File: config.mk
export PLATFORM = sky130hd
export DESIGN_NAME = pong_game_ctrl
export DESIGN_NICKNAME = d
export VERILOG_FILES = /design/src/rtl/pong_game_ctrl.sv
export SDC_FILE = /design/constraint.sdc
export NUM_CORES = 1
export LEC_CHECK = 0
export ABC_AREA = 0
export CAP_MARGIN = 5
export CORE_MARGIN = 1.5
export CORE_UTILIZATION = 32
export CTS_CLUSTER_DIAMETER = 80
export DETAILED_ROUTE_END_ITERATION = 12
export HOLD_SLACK_MARGIN = 0.12
export PLACE_DENSITY = 0.54
export SLEW_MARGIN = 5
export SYNTH_ARGS = -nofsm -noshare
export SYNTH_HDL_FRONTEND = slang
export SYNTH_SLANG_ARGS = --single-unit
File: constraint.sdc
create_clock -name clk_100MHz -period 2.3 [get_ports clk_100MHz]
set_input_delay 0.23 -clock clk_100MHz [delete_from_list [all_inputs] [get_ports clk_100MHz]]
set_output_delay 0.23 -clock clk_100MHz [all_outputs]
set_load 0.05 [all_outputs]
File: src/rtl/pong_game_ctrl.sv
// Game-level sequencer for VGA pong: title/serve/play/game-over flow,
// frame-based timers, BCD score and lives. All outputs are registered.
module pong_game_ctrl #(
  parameter int LIVES        = 3,
  parameter int SERVE_FRAMES = 120,
  parameter int OVER_FRAMES  = 180,
  parameter int TW           = 8
) (
  input  logic       clk_100MHz,
  input  logic       reset,
  input  logic       refr_tick,
  input  logic       btn_start,
  input  logic       hit,
  input  logic       miss,
  output logic       ball_hold,
  output logic [1:0] game_state,
  output logic [3:0] score_tens,
  output logic [3:0] score_ones,
  output logic [1:0] lives,
  output logic       game_over
);

  typedef enum logic [1:0] {
    NEWGAME = 2'd0,
    SERVE   = 2'd1,
    PLAY    = 2'd2,
    OVER    = 2'd3
  } state_t;

  // refr_tick, hit and miss are single-cycle pulses sampled on the rising
  // edge; there is no back-pressure, every pulse is consumed or ignored.
  state_t        state;
  logic [TW-1:0] timer;
  logic          btn_start_q;
  logic          start_re;

  assign start_re   = btn_start & ~btn_start_q;
  assign game_state = state;

  always_ff @(posedge clk_100MHz) begin
    if (reset) begin
      state       <= NEWGAME;
      timer       <= '0;
      score_tens  <= 4'd0;
      score_ones  <= 4'd0;
      lives       <= 2'(LIVES);
      ball_hold   <= 1'b1;
      game_over   <= 1'b0;
      // Held high so a button pressed through reset needs a fresh press.
      btn_start_q <= 1'b1;
    end else begin
      btn_start_q <= btn_start;
      case (state)
        NEWGAME: begin
          if (start_re) begin
            state      <= SERVE;
            score_tens <= 4'd0;
            score_ones <= 4'd0;
            lives      <= 2'(LIVES);
            timer      <= '0;
            ball_hold  <= 1'b1;
          end
        end
        SERVE: begin
          if (refr_tick) begin
            if (timer == TW'(SERVE_FRAMES - 1)) begin
              state     <= PLAY;
              timer     <= '0;
              ball_hold <= 1'b0;
            end else begin
              timer <= timer + 1'b1;
            end
          end
        end
        PLAY: begin
          // A miss wins over a simultaneous hit; the hit is discarded.
          if (miss) begin
            lives     <= lives - 2'd1;
            timer     <= '0;
            ball_hold <= 1'b1;
            if (lives == 2'd1) begin
              state     <= OVER;
              game_over <= 1'b1;
            end else begin
              state <= SERVE;
            end
          end else if (hit) begin
            if (score_ones == 4'd9) begin
              score_ones <= 4'd0;
              score_tens <= (score_tens == 4'd9) ? 4'd0 : score_tens + 4'd1;
            end else begin
              score_ones <= score_ones + 4'd1;
            end
          end
        end
        OVER: begin
          if (refr_tick) begin
            if (timer == TW'(OVER_FRAMES - 1)) begin
              state     <= NEWGAME;
              timer     <= '0;
              game_over <= 1'b0;
              ball_hold <= 1'b1;
            end else begin
              timer <= timer + 1'b1;
            end
          end
        end
        default: begin
          state <= NEWGAME;
          timer <= '0;
        end
      endcase
    end
  end

endmodule

==> impl_metrics.py, run 1 <==
metrics = {
    "synthesis": {
        "ys_warn_count": 0,
        "synthTopCellsByArea": "dfxtp_1 (37%), ha_1 (6.1%), a21oi_1 (5.2%)",
        "synth_top_area_share_pct": 37.1,
        "ys_types": 42,
        "synth_top_area_cell": "dfxtp_1",
        "syn_area_sq_um": 1240,
        "yosysSeqAreaShare_pct": 37.1,
        "synth_nets": 158,
        "syn_avg_cell_area_sq_um": 8.49,
        "syn_inst": 146,
        "ys_seq_elements": 23,
    },
    "worst_setup_path": {
        "critical-path-top-delay-family": "buffers and inverters",
        "crit_buf_inv": 1,
        "rr_worst_depth": 5,
        "critPathLaunchType": "register",
        "cp.required_ns": 2.07,
        "arrival_ns": 1.78,
        "path_class": "reg2out",
        "slowest_delay_ns": 0.90,
        "path_cells": "clkdlybuf4s50_1",
        "critPathMaxFanout": 15,
        "cp_num_cells": 1,
        "slowest_stage": "clkdlybuf4s50_1",
        "endpoint_kind": "output port",
    },
    "power": {
        "power_leakage_nw": 0.501,
        "p_total_uw": 714,
        "powerDensity_nw_per_um2": 468,
        "ir_drop_uv": 225,
    },
    "cts": {
        "clockBufferDepth": 2,
        "cts.sinks": 23,
        "insertion_delay_ns": 0.26,
        "postCtsHoldBufs": 0,
        "cts_root_buffer": "clkbuf_8",
        "clk_pin_slew_ns": 0.08,
        "cts_tree": "built",
        "postCtsSetupBuffers": 0,
        "htree_num_levels": 1,
        "postCtsResizedCells": 0,
        "cts_made_buffers": 3,
    },
    "outcome": {
        "status": "finished, final reports clean",
    },
    "finish": {
        "finalNonFillerCells": 212,
        "drive_gt1_share_pct": 5.49,
        "design_area_sq_um": 1530,
        "final_core_util_pct": 41.4,
        "area_growth_pct": 23.1,
        "antenna_cells": 0,
        "final_nets": 177,
    },
    "floorplanning": {
        "start_util_pct": 33.6,
        "core_sq_um": 3690,
        "die_height_um": 65.2,
        "die_w_um": 65.2,
        "num_rows": 22,
        "ioPinCount": 20,
        "die_area_sq_um": 4260,
    },
    "placement": {
        "numPortBuffers": 19,
        "place_ws_ns": 0.106,
        "dp.final_hpwl_um": 2180,
        "gp_congestion": 0.750,
        "placed_cells": 208,
        "dpl_cell_area_sq_um": 1480,
    },
    "hold_path": {
        "whs_path_depth": 2,
        "min_path_type": "reg2reg",
    },
    "timing": {
        "hold_viol_final": 0,
        "period_needed_ns": 2.01,
        "setup_viol": 0,
        "slew_headroom_pct": 53.8,
        "rsz0062_at_grt": "false",
        "finalClockSkew_ns": 0.00444,
        "fin_hold_ws_ns": 0.467,
        "period_share_pct": 87.5,
        "fin_tns_setup_ns": 0,
        "tightest_slew_ns": 0.684,
        "slew_violations": 0,
        "fmax_mhz": 497,
        "fin_ws_ns": 0.287,
    },
    "run": {
        "cap_violations": 0,
    },
    "route": {
        "avgViaCountPerCell": 5.52,
        "first_pass_iters": 4,
        "antenna_left": 0,
        "wl_per_cell_um": 14.1,
        "wl_um": 2980,
        "drt-initial-drc-count": 52,
        "dr_total_vias": 1171,
        "remaining_drc_errors": 0,
    },
    "global_route": {
        "grt_max_degree": 16,
        "grt.overflow.total": 0,
        "grt_pass1_vias": 1071,
        "grt_antenna_before_repair": 0,
        "grt_pass1_wl_um": 4950,
        "grtUsageTotal_pct": 14.4,
    },
}
## layer usage
layer	vias to the layer above	GRT usage (%)	share of wire (%)
li1	584	-	-
met5	-	0	0
met2	17	23.2	47
met4	0	3.91	0.84
met3	2	1.54	2.1
met1	568	20.4	50
## synth_stat cells
| master | instances |
|---|---|
| nor2_1 | 2 |
| or4b_1 | 1 |
| o32ai_1 | 1 |
| o21ai_1 | 1 |
| xnor2_1 | 3 |
| ha_1 | 6 |
| nand2_1 | 8 |
| nor4_1 | 1 |
| mux2i_1 | 1 |
| or2_2 | 3 |
| a32o_1 | 2 |
| nor4bb_1 | 3 |
| clkbuf_1 | 7 |
| a221oi_1 | 1 |
| nand2b_1 | 5 |
| a31oi_1 | 4 |
| inv_1 | 8 |
| or4_1 | 2 |
| nand3b_1 | 2 |
| and4_1 | 1 |
| nor2b_1 | 1 |
| nand4_1 | 3 |
| o31a_1 | 1 |
| o211ai_1 | 1 |
| nor3b_1 | 1 |
| nand3_1 | 10 |
| a211oi_1 | 2 |
| a311o_1 | 1 |
| a21o_1 | 2 |
| o21ai_0 | 6 |
| nand4b_1 | 1 |
| and4b_1 | 1 |
| a311oi_1 | 3 |
| dfxtp_1 | 23 |
| nor3_1 | 4 |
| and3_1 | 4 |
| a41oi_1 | 1 |
| and2_1 | 2 |
| or3_1 | 2 |
| buf_2 | 1 |
| a21oi_1 | 13 |
| or3b_1 | 1 |
## sequential cells by signal, indices dropped and copies added (netlist names)
register	flops
ball_hold	1
btn_start_q	1
game_over	1
game_state	2
lives	2
score_ones	4
score_tens	4
timer	8
## logic make-up after synthesis
logic type	after synthesis	share of synthesized area [%]
buffers and inverters	16	4.94
AOI/OAI and AO/OA	39	20.5
xor gates and xnor gates	3	2.12
adders and majority gates	6	6.05
muxes	1	0.807
and+or+nand+nor	58	28.5
DFF	23	37.1
## report_power, final
group	leakage [nW]	switching [mW]	internal, mW
Combinational	0.292	0.0294	0.0233
Sequential	0.186	0.00694	0.402
Clock	0.0228	0.130	0.123
Total	0.501	0.166	0.549
## path summary, 6_finish.rpt
kind,startpoint,end,slack (ns)
max,game_state[0],game_state[0],0.29
min,game_over,game_over,0.47
max reg2reg,timer[0],timer[7],0.40
min reg2reg,game_over,game_over,0.47
## layout make-up
cell class	instances	area, sq um
fill	398	2160
multi-input combinational	107	718
tap	48	60.1
inverter	8	30.0
timing repair buffer	22	213
clock buffer	4	45.0
sequential	23	460
## cells in the final DEF, fill, tap and decap left out, drive strengths merged, types with 3 or more instances in the layout
master / Yosys / final
a21oi: 13 / 13
a311oi: 3 / 3
a31oi: 4 / 4
and3: 4 / 4
buf: 1 / 3
clkbuf: 7 / 4
clkdlybuf4s50: 0 / 19
dfxtp: 23 / 23
ha: 6 / 6
inv: 8 / 8
nand2: 8 / 8
nand2b: 5 / 5
nand3: 10 / 10
nand4: 3 / 3
nor3: 4 / 4
nor4bb: 3 / 3
o21ai: 7 / 7
or2: 3 / 3
xnor2: 3 / 3
Note: power is estimated with default switching activity, not from simulation.
==> run 2, diff against run 1 <==
--- a/config.mk
+++ b/config.mk
@@ -12,7 +12,7 @@
 export CTS_CLUSTER_DIAMETER = 80
 export DETAILED_ROUTE_END_ITERATION = 12
 export HOLD_SLACK_MARGIN = 0.12
-export PLACE_DENSITY = 0.54
+export PLACE_DENSITY = 0.56
 export SLEW_MARGIN = 5
 export SYNTH_ARGS = -nofsm -noshare
 export SYNTH_HDL_FRONTEND = slang
==> constraint.sdc (replaced) <==
create_clock -name clk_100MHz -period 1.8 [get_ports clk_100MHz]
set_input_delay 0.18 -clock clk_100MHz [delete_from_list [all_inputs] [get_ports clk_100MHz]]
set_output_delay 0.18 -clock clk_100MHz [all_outputs]
set_load 0.05 [all_outputs]
==> run 2 against run 1 <==
Net effect:
- first-iteration DRC count grew 50%
- die area did not move
- worst setup slack lost 0.23 ns
==> impl_metrics.py, run 2 (synthesis gave the netlist of run 1 again) <==
metrics = {
    "outcome": {
        "status": "finished, final reports clean",
    },
    "finish": {
        "layout_commonest_cell": "dfxtp_1",
        "final_cell_mix": "dfxtp_1 (20), clkdlybuf4s50_1 (17), buf_4 (16)",
        "final.fill_count": 377,
        "final_core_util_pct": 43.8,
        "largest_reg_flops": 8,
        "design_area_sq_um": 1620,
        "multi_input_area_sq_um": 724,
        "largest-register": "timer",
        "largestRegisters": "timer: 8 flops, score_ones: 4 flops, score_tens: 4 flops",
        "area_growth_pct": 30.4,
        "final_nets": 188,
        "drive_gt1_share_pct": 14.9,
        "regArea_sq_um": 467,
        "antenna_cells": 0,
    },
    "timing": {
        "period_share_pct": 97.0,
        "hold_viol_final": 0,
        "finalClockSkew_ns": 0.00374,
        "period_needed_ns": 1.75,
        "tightest_slew_ns": 0.504,
        "setup_viol": 0,
        "fin_tns_setup_ns": 0,
        "fin_hold_ws_ns": 0.461,
        "rsz0062_at_grt": "false",
        "slew_violations": 0,
        "fin_ws_ns": 0.0546,
        "slew_headroom_pct": 66.3,
        "fmax_mhz": 573,
    },
    "global_route": {
        "grt_antenna_before_repair": 0,
        "grt_pass1_wl_um": 5000,
        "grtUsageTotal_pct": 14.4,
        "grt.overflow.total": 0,
        "grt_pass1_vias": 1094,
        "grt_max_degree": 21,
    },
    "placement": {
        "gp_congestion": 0.818,
        "dpl_cell_area_sq_um": 1570,
        "place_ws_ns": -0.196,
        "dp.final_hpwl_um": 2180,
        "numPortBuffers": 19,
    },
    "cts": {
        "htree_num_levels": 1,
        "clk_pin_slew_ns": 0.09,
        "clockBufferDepth": 2,
        "cts_tree": "built",
        "cts.sinks": 23,
        "insertion_delay_ns": 0.26,
        "cts_root_buffer": "clkbuf_8",
        "cts_made_buffers": 3,
        "postCtsSetupBuffers": 0,
    },
    "power": {
        "ir_drop_uv": 244,
        "powerDensity_nw_per_um2": 573,
        "p_seq_share_pct": 55.9,
        "p_switching_uw": 217,
        "power_switching_share_pct": 23.4,
        "clock_power_share_pct": 35.2,
        "power_leakage_nw": 0.561,
        "pwr-share-comb_pct": 8.9,
        "internal-power_uw": 709,
    },
    "route": {
        "wl_um": 2990,
        "dr_total_vias": 1171,
        "remaining_drc_errors": 0,
        "avgViaCountPerCell": 5.25,
        "antenna_left": 0,
        "wl_per_cell_um": 13.4,
        "first_pass_iters": 4,
        "drt-initial-drc-count": 78,
    },
    "floorplanning": {
        "ioPinCount": 20,
        "die_w_um": 65.2,
        "die_area_sq_um": 4260,
        "die_height_um": 65.2,
        "start_util_pct": 33.6,
        "core_sq_um": 3690,
        "num_rows": 22,
    },
    "worst_setup_path": {
        "endpoint_kind": "register",
        "arrival_ns": 1.94,
        "critPathLaunchType": "input pin",
        "critPathMaxFanout": 4,
        "r2r_slack_ns": 0.10,
        "path_class": "in2reg",
        "cp.required_ns": 2.00,
    },
    "hold_path": {
        "min_path_type": "reg2reg",
    },
    "run": {
        "cap_violations": 0,
    },
}
## run 2: area by class of cell
class | instances | area share (%)
tap | 48 | 3.72
inverter | 8 | 1.86
multi-input combinational | 107 | 44.8
sequential | 23 | 28.9
clock buffer | 4 | 2.79
timing repair buffer | 33 | 18.0
## run 2: power groups by stage
stage	Clock, mW	Sequential [mW]	Combinational (mW)
final	0.326	0.518	0.0828
after global routing	0.360	0.519	0.0927
after CTS	0.334	0.518	0.0828
after detailed placement	0	0.530	0.0819
after global placement	0	0.529	0.0816
after floorplan	0	0.532	0.0378
## run 2: worst paths after layout
kind,start,endpoint,cells after the start
min reg2reg,game_over,game_over,2
max reg2reg,game_state[1],score_tens[1],4
min,game_over,game_over,2
max,btn_start,score_tens[1],5
## run 2: stage by stage
stage                     total power [mW]  std cells
after floorplan                      0.570        146
after global placement               0.611        219
after detailed placement             0.612        219
after CTS                            0.934        223
after global routing                 0.972        223
final                                0.926        223
## run 2: worst max-delay path: stages
cell and delay [ns]:
clkdlybuf4s50_1 0.47, or3b_1 0.42, a21o_1 0.23, or4_1 0.51, a21oi_1 0.13
## run 2: timing repair
| action | 4_1_cts | 5_1_grt |
|---|---|---|
| endpoints found under the setup margin | 0 | 2 |
| gates resized for setup | 0 | 1 |
| hold buffers | 0 | 0 |
## run 2: routing by layer
layer	global-route usage (%)	part of all wire [%]
met1	20.3	53
met2	24.0	45
met3	1.03	2.2
met4	3.65	0
met5	0	0
==> run 3, diff against run 2 <==
--- a/config.mk
+++ b/config.mk
@@ -7,7 +7,7 @@
 export LEC_CHECK = 0
 export ABC_AREA = 0
 export CAP_MARGIN = 5
-export CORE_MARGIN = 1.5
+export CORE_MARGIN = 3
 export CORE_UTILIZATION = 32
 export CTS_CLUSTER_DIAMETER = 80
 export DETAILED_ROUTE_END_ITERATION = 12
==> run 3 against run 2 <==
Net effect:
- die area rose by 9.4%
- clock power fell by 1%
- global-route usage rose by 1.0 points
- final area rose by 0.62%
- wire length rose by 2.7%
- combinational power rose by 2%
- non-clock buffer count rose by 2
- worst setup slack improved by 0.039 ns
- register-to-register slack improved by 0.03 ns
- via count rose by 4.0%
- final cell count did not move
- critical path type unchanged
- largest cell class unchanged
- highest routed layer is now met4
==> impl_metrics.py, run 3 (synthesis gave the netlist of run 1 again) <==
metrics = {
    "global_route": {
        "grt.overflow.total": 0,
        "grtUsageTotal_pct": 15.4,
        "grt_antenna_before_repair": 0,
        "grt_max_degree": 21,
        "grt_pass1_vias": 1203,
        "grt_pass1_wl_um": 5520,
    },
    "timing": {
        "rsz0062_at_grt": "false",
        "fmax_mhz": 586,
        "period_share_pct": 94.8,
        "hold_viol_final": 0,
        "setup_viol": 0,
        "tightest_slew_ns": 0.502,
        "slew_violations": 0,
        "fin_ws_ns": 0.0936,
        "finalClockSkew_ns": 0.00399,
        "fin_tns_setup_ns": 0,
        "period_needed_ns": 1.71,
        "slew_headroom_pct": 66.4,
    },
    "finish": {
        "final_nets": 190,
        "largestRegisters": "timer: 8 flops, score_ones: 4 flops, score_tens: 4 flops",
        "final_core_util_pct": 46.2,
        "drive_gt1_share_pct": 16.9,
        "design_area_sq_um": 1630,
        "area_growth_pct": 31.2,
        "multi_input_area_sq_um": 719,
        "largest_reg_flops": 8,
        "largest-register": "timer",
        "antenna_cells": 0,
        "final.fill_count": 387,
        "final_cell_mix": "dfxtp_1 (18), buf_4 (18), clkdlybuf4s50_1 (17)",
        "regArea_sq_um": 469,
    },
    "route": {
        "avgViaCountPerCell": 5.46,
        "first_pass_iters": 4,
        "remaining_drc_errors": 0,
        "dr_total_vias": 1218,
        "drt-initial-drc-count": 55,
        "antenna_left": 0,
        "wl_per_cell_um": 13.8,
        "wl_um": 3070,
    },
    "cts": {
        "cts_tree": "built",
        "cts_made_buffers": 3,
        "htree_num_levels": 1,
        "cts.sinks": 23,
        "insertion_delay_ns": 0.26,
        "postCtsHoldBufs": 0,
        "clockBufferDepth": 2,
        "cts_root_buffer": "clkbuf_8",
        "clk_pin_slew_ns": 0.08,
    },
    "floorplanning": {
        "ioPinCount": 20,
        "num_rows": 21,
        "die_area_sq_um": 4660,
        "die_w_um": 68.2,
        "start_util_pct": 35.2,
        "die_height_um": 68.2,
        "core_sq_um": 3520,
    },
    "worst_setup_path": {
        "critPathMaxFanout": 4,
        "path_class": "in2reg",
        "arrival_ns": 1.90,
        "cp.required_ns": 2.00,
        "rr_worst_depth": 4,
        "critPathLaunchType": "input pin",
        "endpoint_kind": "register",
    },
    "power": {
        "p_total_uw": 924,
        "ir_drop_uv": 331,
        "power_leakage_nw": 0.572,
        "powerDensity_nw_per_um2": 568,
    },
    "hold_path": {
        "whs_path_depth": 2,
        "min_path_type": "reg2reg",
    },
    "placement": {
        "gp_congestion": 0.785,
        "numPortBuffers": 19,
        "place_ws_ns": -0.176,
        "dpl_cell_area_sq_um": 1570,
        "dp.final_hpwl_um": 2260,
    },
    "outcome": {
        "status": "finished, final reports clean",
    },
    "run": {
        "cap_violations": 0,
    },
}
[run 3: routing by layer]
metal  vias up  GRT usage, %  share of wire [%]
li1        609             -                  -
met1       581          20.6                 49
met2        26          25.4                 47
met3         2          2.63                3.4
met4         0          4.47               0.75
met5         -             0                  0
[run 3: power by group]
part	leakage [nW]	internal, mW	total, mW	switching, mW
clock network	0.0228	0.158	0.322	0.164
registers	0.189	0.512	0.518	0.00613
logic	0.360	0.0413	0.0842	0.0428
total	0.572	0.711	0.924	0.213
[run 3: worst max-delay path, cell delays in order]
cell and delay, ns:
clkdlybuf4s50_1 0.46, or3b_1 0.39, a21o_1 0.23, or4_1 0.51, a21oi_1 0.12
[run 3: layout make-up]
type / count / area share (%)
clock buffers: 4 / 2.77
inverters: 8 / 1.85
multi-input cells: 107 / 44.2
flip-flops and latches: 23 / 28.8
well taps: 46 / 3.54
repair buffers: 35 / 18.8
[run 3: worst paths after layout]
check | slack [ns] | from | end
min | 0.46 | game_over | game_over
min reg2reg | 0.46 | game_over | game_over
max | 0.09 | btn_start | score_tens[1]
max reg2reg | 0.13 | game_state[1] | score_tens[1]
[run 3: per-stage QoR]
step,instances,hold WS (ns)
2_1_floorplan,146,0.287
3_3_place_gp,218,0.446
3_5_place_dp,218,0.453
4_1_cts,222,0.464
5_1_grt,223,0.521
6_report,223,0.460
[run 3: repair_timing]
action,CTS,global route
endpoints found under the setup margin,0,1
gates resized for setup,0,3
setup buffers,0,1
